[config.mk]
export PLATFORM = sky130hd
export DESIGN_NAME = rr_burst_arbiter_flat
export DESIGN_NICKNAME = d
export VERILOG_FILES = /design/src/rtl/rr_burst_arbiter_if.sv /design/src/rtl/rr_burst_arbiter.sv /design/src/flat_wrapper.sv
export SDC_FILE = /design/constraint.sdc
export NUM_CORES = 1
export LEC_CHECK = 0
export CORE_MARGIN = 1
export CORE_UTILIZATION = 40
export CTS_CLUSTER_SIZE = 25
export DETAILED_ROUTE_END_ITERATION = 16
export PLACE_DENSITY = 0.67
export SLEW_MARGIN = 15
export SYNTH_ARGS = -nofsm -noshare
export SYNTH_HDL_FRONTEND = slang
export SYNTH_SLANG_ARGS = --single-unit
[constraint.sdc]
create_clock -name clk -period 5 [get_ports clk]
set_clock_uncertainty 0.2 [all_clocks]
set_input_delay 0.75 -clock clk [delete_from_list [all_inputs] [get_ports clk]]
set_output_delay 0.75 -clock clk [all_outputs]
set_load 0.02 [all_outputs]
[src/rtl/rr_burst_arbiter_if.sv]
// rtl/rr_burst_arbiter_if.sv - requester/downstream handshake bundle for rr_burst_arbiter
interface rr_burst_arbiter_if #(
  parameter int N   = 4,
  parameter int IDW = $clog2(N)
);
  logic [N-1:0]   req;
  logic [N-1:0]   last;
  logic           out_ready;
  logic [N-1:0]   grant;
  logic           grant_valid;
  logic [IDW-1:0] grant_id;
  logic           beat;

  modport master (
    output req, last, out_ready,
    input  grant, grant_valid, grant_id, beat
  );

  modport slave (
    input  req, last, out_ready,
    output grant, grant_valid, grant_id, beat
  );
endinterface

[src/rtl/rr_burst_arbiter.sv]
// rtl/rr_burst_arbiter.sv - round-robin arbiter that locks a grant for a burst of up to MAX_BURST beats
module rr_burst_arbiter #(
  parameter int N         = 4,
  parameter int MAX_BURST = 8
) (
  input  logic               clk,
  input  logic               rst,
  rr_burst_arbiter_if.slave  bus
);
  localparam int IDW = $clog2(N);
  localparam int BW  = $clog2(MAX_BURST + 1);

  typedef enum logic {IDLE, BUSY} state_t;

  state_t         state, state_d;
  logic [IDW-1:0] ptr, ptr_d;
  logic [IDW-1:0] gid, gid_d;
  logic [BW-1:0]  bcnt, bcnt_d;
  logic [N-1:0]   grant, grant_d;

  logic           found;
  logic [IDW-1:0] pick;
  logic           beat;
  logic           release_now;
  logic [IDW-1:0] ptr_after;

  // Wrap-around search starting at ptr; k is reduced mod N so non-power-of-two N stays in range.
  always_comb begin
    int k;
    found = 1'b0;
    pick  = '0;
    k     = 0;
    for (int i = 0; i < N; i++) begin
      k = int'(ptr) + i;
      if (k >= N) k = k - N;
      if (!found && bus.req[k]) begin
        found = 1'b1;
        pick  = IDW'(k);
      end
    end
  end

  assign beat        = (|grant) & bus.req[gid] & bus.out_ready;
  assign release_now = (state == BUSY) &&
                       (!bus.req[gid] ||
                        (beat && (bus.last[gid] || bcnt == BW'(MAX_BURST - 1))));
  assign ptr_after   = (gid == IDW'(N - 1)) ? '0 : gid + 1'b1;

  always_comb begin
    state_d = state;
    ptr_d   = ptr;
    gid_d   = gid;
    bcnt_d  = bcnt;
    grant_d = grant;
    case (state)
      IDLE: begin
        if (found) begin
          state_d = BUSY;
          gid_d   = pick;
          grant_d = {{(N-1){1'b0}}, 1'b1} << pick;
          bcnt_d  = '0;
        end
      end
      BUSY: begin
        if (release_now) begin
          state_d = IDLE;
          gid_d   = '0;
          grant_d = '0;
          bcnt_d  = '0;
          ptr_d   = ptr_after;
        end else if (beat) begin
          bcnt_d  = bcnt + 1'b1;
        end
      end
      default: state_d = IDLE;
    endcase
  end

  always_ff @(posedge clk or negedge rst) begin
    if (!rst) begin
      state <= IDLE;
      ptr   <= '0;
      gid   <= '0;
      bcnt  <= '0;
      grant <= '0;
    end else begin
      state <= state_d;
      ptr   <= ptr_d;
      gid   <= gid_d;
      bcnt  <= bcnt_d;
      grant <= grant_d;
    end
  end

  assign bus.grant       = grant;
  assign bus.grant_valid = |grant;
  assign bus.grant_id    = gid;
  assign bus.beat        = beat;
endmodule

[src/flat_wrapper.sv]
// flat-port wrapper written by rule: the top's interface ports become plain ports
module rr_burst_arbiter_flat 
#(
  parameter int N         = 4,
  parameter int MAX_BURST = 8
)
  (clk, rst, bus_req, bus_last, bus_out_ready, bus_grant, bus_grant_valid, bus_grant_id, bus_beat);
  rr_burst_arbiter_if #(.N(N), .IDW(2)) bus_i ();
  input  logic clk;
  input  logic rst;
  input wire logic [$bits(bus_i.req)-1:0] bus_req;
  input wire logic [$bits(bus_i.last)-1:0] bus_last;
  input wire logic [$bits(bus_i.out_ready)-1:0] bus_out_ready;
  output wire logic [$bits(bus_i.grant)-1:0] bus_grant;
  output wire logic [$bits(bus_i.grant_valid)-1:0] bus_grant_valid;
  output wire logic [$bits(bus_i.grant_id)-1:0] bus_grant_id;
  output wire logic [$bits(bus_i.beat)-1:0] bus_beat;
  assign bus_i.req = bus_req;
  assign bus_i.last = bus_last;
  assign bus_i.out_ready = bus_out_ready;
  assign bus_grant = bus_i.grant;
  assign bus_grant_valid = bus_i.grant_valid;
  assign bus_grant_id = bus_i.grant_id;
  assign bus_beat = bus_i.beat;
  rr_burst_arbiter #(.N(N), .MAX_BURST(MAX_BURST)) u_core (.clk(clk), .rst(rst), .bus(bus_i));
endmodule
# == Word-level counts from Yosys, hierarchy flattened ==
# Index checks and enable logic that the tools add are counted.
# Widths: inputs -> output; s select.
# totals
rom_bits,0
in_bits,11
mem_count,0
ramBits,0
latch_bits,0
reg_bits,13
output_inout_bits,8
word_cells,89
# op_classes
multipliers,0
n_shift,1
muxes,42
add_sub_neg,9
eq_ne,5
bitwise_logic,3
reduce_logical,15
n_div,0
magnitude_cmp,9
# ops
op,count
$lt 32x4->1 const B,4
$mux 32,4
$ge 32x4->1 const B,3
$sub 32x4->32 const B,3
$mux 4,5
$mux 1,16
$pmux 4 s2,2
$mux 2,7
$bmux 1 s2,6
$add 2x2->3 const B,2
$reduce_and 2->1,3
$logic_and 1x1->1,5
$add 4x1->4 const B,1
$eq 4x3->1 const B,1
$logic_not 1->1,4
$pmux 2 s2,1
$reduce_or 4->1,1
$shl 1x2->4 const A,1
$sub 2x3->4 const B,1
$add 2x1->3 const B,1
$ge 2x3->1 const B,1
$lt 2x3->1 const B,1
$ne 3x3->1 const B,1
$add 2x1->2 const B,1
other kinds (7),9

# == Logic depth before layout (Yosys ltp) ==
# Gate-level depths: netlist of the first run.
# logic_depth
depth_word,18
mapped_depth,5
depth_no_buf,5

# == Worst setup path after synthesis of the first run ==
# Ideal clock, no wire load.
# synth_timing
path_kind,input to output
from,in bus_req[3]
to,out bus_beat
stages,3
path_buffers,0
t_arrival_ps,1491
path_slack_ps,2559
t_required_ps,4050
cell_sequence,mux4_2 inv_1 nor2_1
# synth_via
elab_chain_cells,4
# synth_rtl
element,line,source
from (decl),flat_wrapper.sv:11,input wire logic [$bits(bus_i.req)-1:0] bus_req;
$bmux 1 s2,rr_burst_arbiter.sv:43,assign beat = (|grant) & bus.req[gid] & bus.out_ready;
$mux 1 (not written as such),rr_burst_arbiter.sv:43,
$and 1x1->1 (2 in series),rr_burst_arbiter.sv:43,
to (decl),flat_wrapper.sv:17,output wire logic [$bits(bus_i.beat)-1:0] bus_beat;
# Every way passes these cells. The select of a mux whose other input is x is not followed.

# == Worst setup path in the final report of the first run ==
# layout_timing
from,in bus_req[2]
to,out bus_beat
# The elaborated chain is that of the path after synthesis.

==> metrics.md, run 1 <==
| Metric | Value |
|---|---|
| Synth Warn # | `0` |
| I/O pin count | `19` |
| Max-Cap Viols | `0` |
| Final worst path period share | `between 70% and 80%` |
| Max FO, Critical Path | `6` |
| Via-to-Cell Ratio | `slightly below 6` |
| Critical Path Start Type | `input pin` |
| Multi-input gate area | `~440 sq um` |
| Post-layout util | `between 50% and 60%` |
| Critical path origin | `bus_req[2]` |
| Critical Path RT | `4.05 ns` |
| RSZ-0062 raised after global routing | `no` |
| TNS Setup | `0 ns` |
| Residual DRC | `0` |
| Peak supply drop | `approximately 0.28 mV` |
| Setup Viol. Count Final | `0` |
| Dpl hpwl | `roughly 1.2 mm` |
| Max-slew headroom | `a little over a third` |
| Chip Width | `46.2 um` |
| Total CTS buffers | `3` |
| Gr usage total | `~18%` |
| R2r endpoint | `u_core.ptr[1]$_DFFE_PN0P_` |
| FP Rows | `15` |
| Initial antenna violation count | `0` |
| Leakage power | `~0.43 nW` |
| Setup WS post-layout | `approximately 1.5 ns` |
| Routed WL | `between 1.5 and 2 mm` |
| GPL Wtd Cong | `approximately 0.85` |
| Core Area | `approximately 1800 sq um` |
| Outcome | `finished clean` |
| PostCTS Resize Cnt | `0` |
| Setup crit end | `bus_beat` |
| Via count | `700` |
| Mean Syn Cell Area | `roughly 11 sq um` |
| Flops & latches, synth | `13` |
| Crit path arrival time | `2.56 ns` |
| Final ANT Viol Nets | `0` |
| Distinct cells, synth | `38` |
| DR iter-0 viols | `9` |
| Worst Setup End Kind | `output port` |
| Largest net degree at the start of global routing | `14` |
| Cell Area, Synth | `781 sq um` |
| Worst r2r src | `u_core.bus.grant_id[0]$_DFFE_PN0P_` |
| Register area | `approximately 330 sq um` |
| Clock Tree Root | `clkbuf_4` |
| Syn Inst Count | `74` |
| Worst hold path cell count | `2` |
| Fillers | `between 150 and 200` |
| Reg2reg path depth | `4` |
| Share of cells above drive strength 1 | `10.5%` |
| Syn Nets | `87` |
| R2r setup slk | `~2.9 ns` |
| Worst skew pair latency | `between 0.2 and 0.3 ns` |
| Slew Viols, Final | `0` |
| Post-Place Setup Slack | `between 1 and 1.5 ns` |
| Clock slew at reported path FFs | `~0.08 ns` |
| Fmax | `about 290 MHz` |
| Aggregate global routing overflow | `0` |
| CTS tree | `done` |
| Crit path time final | `approximately 3.5 ns` |
| WL/cell | `between 10 and 15 um` |
| CTS Hold Bufs | `0` |
| Fin Hold WS | `between 0.3 and 0.4 ns` |
| Seq/Total Area, Yosys | `41.7%` |
| Pre-antenna DRT Iters | `4` |
| CTS H-tree depth | `1` |
| Fin. Hold Viols | `0` |
| First-pass GRT wire length | `2.64 mm` |
| Fin nets | `109` |
| Die extent in y | `between 40 and 50 um` |
| Slew @ Worst Pin | `0.947 ns` |
| Power per cell area | `~560 nW/um^2` |
| Post-CTS Repair Setup Buffers | `0` |
| Max Root-Sink Buffers | `2` |
| Vias in the first global route | `between 500 and 600` |
| Die Area | `roughly 2100 sq um` |
| Starting Density | `between 40% and 50%` |
| Setup CP Type | `in2out` |
| Buffers on Ports | `18` |
| Clk sinks | `13` |
| Area growth syn-to-layout | `30.0%` |
| N_diodes | `0` |
| Min-delay worst type | `reg2reg` |
[power breakdown]
part	total, mW	switching (mW)	internal [mW]
Sequential	0.202	0.0614	0.141
Clock	0.0653	0.0344	0.0309
Combinational	0.304	0.151	0.153
Total	0.572	0.247	0.325
[cell usage in the layout, fill, tap and decap left out, drive strengths merged, types with 2 or more instances in the layout]
cell type,n
inv,3
o21ai,4
clkbuf,4
mux2,2
mux4,2
a22o,2
ha,2
dfrtp,13
nor4,3
o2bb2ai,2
a21oi,4
o22ai,3
clkdlybuf4s50,18
nand2,4
nand2b,2
or4,2
nor2,7
[kinds of logic after synthesis]
kind of cell / share of synthesized area, %
flops: 41.7
compound gates: 24.4
fa+ha+maj: 3.20
simple gates: 17.8
buf+inv: 1.92
mux: 9.94
xor+xnor: 1.12
[sequential cells by signal, summed over array words and instances, names as in the netlist]
name                 count
u_core.bcnt              4
u_core.bus.grant         4
u_core.state             1
u_core.bus.grant_id      2
u_core.ptr               2
[layout make-up]
class / instances / share of cell area (%)
multi-input combinational: 57 / 43.4
sequential: 13 / 32.1
timing repair buffer: 18 / 17.8
tap: 25 / 3.08
clock buffer: 4 / 2.59
inverter: 3 / 1.11
[metrics by stage]
step	cells	area (sq um)	power, mW
2_1_floorplan	74	781	0.395
3_3_place_gp	116	988	0.509
3_5_place_dp	116	988	0.511
4_1_cts	120	1010	0.577
5_1_grt	120	1010	0.613
6_report	120	1010	0.572
[worst max-delay path, cell delays in order]
cell and delay [ns]:
clkdlybuf4s50_1 0.48, mux4_2 0.57, inv_1 0.12, nor2_1 0.06, clkdlybuf4s50_1 0.56
[synth_stat cells (all sizes together)]
| cell | instances | area (sq um) |
|---|---|---|
| a21boi | 1 | 7.51 |
| xnor2 | 1 | 8.76 |
| dfrtp | 13 | 325 |
| a221oi | 1 | 8.76 |
| nand2b | 2 | 12.5 |
| o31ai | 1 | 7.51 |
| or3 | 1 | 6.26 |
| a21o | 1 | 7.51 |
| o2bb2ai | 2 | 17.5 |
| nand2 | 4 | 22.5 |
| o21ai | 4 | 23.8 |
| o41ai | 1 | 16.3 |
| a21oi | 4 | 20.0 |
| and2 | 1 | 6.26 |
| nor2 | 7 | 26.3 |
| a22o | 2 | 17.5 |
| mux2i | 1 | 10.0 |
| and3b | 1 | 8.76 |
| ha | 2 | 25.0 |
| nand3 | 1 | 5.00 |
| nor4 | 3 | 18.8 |
| nor3 | 1 | 5.00 |
| mux2 | 2 | 22.5 |
| inv | 3 | 11.3 |
| a41o | 1 | 10.0 |
| clkbuf | 1 | 3.75 |
| o22ai | 3 | 25.0 |
| nor2b | 1 | 6.26 |
| a311oi | 1 | 8.76 |
| nand4 | 1 | 6.26 |
| o41a | 1 | 11.3 |
| o21a | 1 | 8.76 |
| mux4 | 2 | 45.0 |
| or4 | 2 | 15.0 |
[per-layer routing]
| layer | track usage (%) | part of all wire, % | vias up |
|---|---|---|---|
| met3 | 7.06 | 5.1 | 2 |
| met5 | 0 | 0 | - |
| met4 | 3.53 | 0.62 | 0 |
| met2 | 26.8 | 46 | 22 |
| met1 | 24.3 | 48 | 340 |
| li1 | - | - | 336 |
[how the worst min path moves through the flow]
stage,start,end,slack (ns)
floorplan,rst,u_core.bcnt[0]$_DFFE_PN0P_,0.25
global placement,u_core.bcnt[3]$_DFFE_PN0P_,u_core.bcnt[3]$_DFFE_PN0P_,0.35
detailed placement,u_core.ptr[0]$_DFFE_PN0P_,u_core.ptr[0]$_DFFE_PN0P_,0.35
CTS,u_core.bcnt[3]$_DFFE_PN0P_,u_core.bcnt[3]$_DFFE_PN0P_,0.37
global route,u_core.ptr[0]$_DFFE_PN0P_,u_core.ptr[0]$_DFFE_PN0P_,0.40
finish,u_core.bcnt[3]$_DFFE_PN0P_,u_core.bcnt[3]$_DFFE_PN0P_,0.37
No activity file was read; power rests on OpenSTA's default activity.
==> run 2, diff against run 1 <==
Settings changed: PLACE_DENSITY 0.67 to 0.69.
Clock period 5 ns to 3.2 ns, I/O delays scaled along.
==> run 2 against run 1 <==
  * Sequential share of layout area decreased by 0.24 points
  * Wire length increased by 1.2%
  * Combinational power increased by 56%
  * Die area unchanged
  * Flip-flop and latch count unchanged
  * Critical endpoint unchanged
  * Highest routed layer unchanged
==> metrics.md, run 2 (synthesis gave the netlist of run 1 again) <==
| Metric | Value |
|---|---|
| Clock Tree Root | `clkbuf_4` |
| CTS Hold Bufs | `0 (unchanged)` |
| Leakage power | `0.433 nW (+1.3%)` |
| Fin. Hold Viols | `0 (unchanged)` |
| FP Rows | `15 (unchanged)` |
| Worst Setup End Kind | `output port` |
| Aggregate global routing overflow | `0 (unchanged)` |
| Min-delay worst type | `reg2reg` |
| DR iter-0 viols | `9 (unchanged)` |
| Max-Cap Viols | `0 (unchanged)` |
| TNS Setup | `0 ns (unchanged)` |
| Setup WS post-layout | `0.223 ns (-1.27 ns)` |
| First-pass GRT wire length | `2.55 mm (-3.4%)` |
| Vias in the first global route | `591 (+0.85%)` |
| WL/cell | `13.5 um (+0.40%)` |
| Clock slew at reported path FFs | `0.08 ns (about the same)` |
| PostCTS Resize Cnt | `0 (unchanged)` |
| CP Buf/Inv Count | `3 (unchanged)` |
| Initial antenna violation count | `0 (unchanged)` |
| GPL Wtd Cong | `0.835 (-2.1%)` |
| Setup CP Type | `in2out` |
| Largest net degree at the start of global routing | `14 (unchanged)` |
| Max Root-Sink Buffers | `2 (unchanged)` |
| Max FO, Critical Path | `6 (unchanged)` |
| Slew @ Worst Pin | `0.613 ns (-0.334 ns)` |
| Crit path cell chain | `clkdlybuf4s50_1 > mux4_2 > inv_1 > nor2_1 > clkdlybuf4s50_1` |
| Gr usage total | `17.5% (-0.29 points)` |
| Via-to-Cell Ratio | `5.64 (-3.2%)` |
| Core Area | `1780 sq um (unchanged)` |
| Max-slew headroom | `59.0% (+23 points)` |
| Most frequent cells in the layout | `clkdlybuf4s50_1, dfrtp_1, nor2_1, a21oi_1` |
| Via count | `683 (-2.4%)` |
| Pre-antenna DRT Iters | `4 (unchanged)` |
| Area growth syn-to-layout | `30.9%` |
| Post-Place Setup Slack | `0.234 ns (-1.25 ns)` |
| Clk pwr share | `11.3% (about the same)` |
| Post-CTS Repair Setup Buffers | `0 (unchanged)` |
| Switching pwr | `385 uW (+56%)` |
| Total CTS buffers | `3 (unchanged)` |
| Internal | `508 uW (+56%)` |
| Starting Density | `43.8% (unchanged)` |
| Crit-path leading delay family | `buffers and inverters` |
| Critical-path top delay cell | `mux4_2` |
| Fin nets | `110 (+0.92%)` |
| CTS tree | `done` |
| RSZ-0062 raised after global routing | `no` |
| N_diodes | `0 (unchanged)` |
| Power per cell area | `874 nW/um^2 (+55%)` |
| Routed WL | `1.64 mm (+1.2%)` |
| Die Area | `2130 sq um (unchanged)` |
| Chip Width | `46.2 um (unchanged)` |
| Setup Viol. Count Final | `0 (unchanged)` |
| CTS H-tree depth | `1 (unchanged)` |
| Max incr delay on CP | `0.57 ns (about the same)` |
| Die extent in y | `46.2 um (unchanged)` |
| Dpl hpwl | `1.29 mm (+3.7%)` |
| CP most frequent cell | `clkdlybuf4s50_1` |
| Comb pwr share | `53.1% (about the same)` |
| Crit path time final | `slightly below 3 ns` |
| Slew Viols, Final | `0 (unchanged)` |
| Overall Power | `893 uW (+56%)` |
| Biggest regs | `u_core.bcnt x4, u_core.bus.grant x4` |
| Switching Share | `43.1% (-0.048 points)` |
| Buffers on Ports | `18 (unchanged)` |
| Outcome | `finished clean` |
| Share of cells above drive strength 1 | `11.5% (+0.93 points)` |
| Clk sinks | `13 (unchanged)` |
| Final worst path period share | `between 90% and 100%` |
| Residual DRC | `0 (unchanged)` |
| I/O pin count | `19 (unchanged)` |
| Commonest non-fill, non-tap cell in the layout | `clkdlybuf4s50_1` |
| Final ANT Viol Nets | `0 (unchanged)` |
| Reg power frac | `35.6% (+0.2 points)` |
| Critical Path Start Type | `input pin` |
| Crit path arrival time | `2.30 ns (-0.26 ns)` |
| Critical Path RT | `2.52 ns (-1.53 ns)` |
| Worst skew pair latency | `0.27 ns (about the same)` |
| Peak supply drop | `0.463 mV (+67%)` |
| Fmax | `approximately 340 MHz` |
[run 2: cell types whose count changed in the layout (fill, tap and decap cells not counted)]
cell   before  now
buf_4       0    1
[run 2: final timing paths]
| check | start | end | slack [ns] | cells past startpoint |
|---|---|---|---|---|
| max | bus_req[2] | bus_beat | 0.22 | 5 |
| min | u_core.ptr[0]$_DFFE_PN0P_ | u_core.ptr[0]$_DFFE_PN0P_ | 0.36 | 1 |
| max reg2reg | u_core.bus.grant_id[0]$_DFFE_PN0P_ | u_core.ptr[0]$_DFFE_PN0P_ | 1.07 | 4 |
| min reg2reg | u_core.ptr[0]$_DFFE_PN0P_ | u_core.ptr[0]$_DFFE_PN0P_ | 0.36 | 1 |
| max in group asynchronous | rst | u_core.bus.grant_id[1]$_DFFE_PN0P_ | 2.02 | 1 |
| min in group asynchronous | rst | u_core.bcnt[1]$_DFFE_PN0P_ | 0.38 | 1 |
[run 2: worst reg2reg max path, cell delays in order (launching register included)]
cell	delay (ns)
dfrtp_1	0.49
mux4_2	0.57
o21a_2	0.26
o21ai_2	0.16
mux2_1	0.34
[run 2: final cells by class]
type / instances / area (sq um)
clock buffers: 4 / 26.3
fillers: 166 / 761
inverters: 3 / 11.3
multi-input cells: 57 / 440
flip-flops and latches: 13 / 325
well taps: 25 / 31.3
repair buffers: 19 / 188
[run 2: metal layers]
layer	global-route usage (%)	up-vias	routed length [um]	part of all wire (%)
met5	0	-	0	0
met4	8.82	0	12	0.73
met3	4.71	2	69	4.2
met2	26.2	17	805	49
met1	23.1	327	750	46
li1	-	337	-	-
[run 2: stage by stage]
stage | cells | instance area, sq um | utilization (%) | hold WS (ns)
5_1_grt | 121 | 1020 | 57.3 | 0.403
6_report | 121 | 1020 | 57.3 | 0.363
3_5_place_dp | 117 | 996 | 55.9 | 0.345
3_3_place_gp | 117 | 996 | 55.9 | 0.332
4_1_cts | 121 | 1020 | 57.3 | 0.364
2_1_floorplan | 74 | 781 | - | -0.0156
[run 2: power groups by stage]
stage / Sequential, mW / Combinational, mW / Clock, mW
after CTS: 0.317 / 0.478 / 0.107
final: 0.318 / 0.474 / 0.101
after global routing: 0.330 / 0.516 / 0.116
after detailed placement: 0.320 / 0.477 / 0
after floorplan: 0.329 / 0.288 / 0
after global placement: 0.317 / 0.477 / 0
==> run 3, diff against run 2 <==
Settings changed: GPL_ROUTABILITY_DRIVEN set to 0.
==> results of run 3 <==
Same layout as run 2: the final DEF is identical, and so are final timing and power.
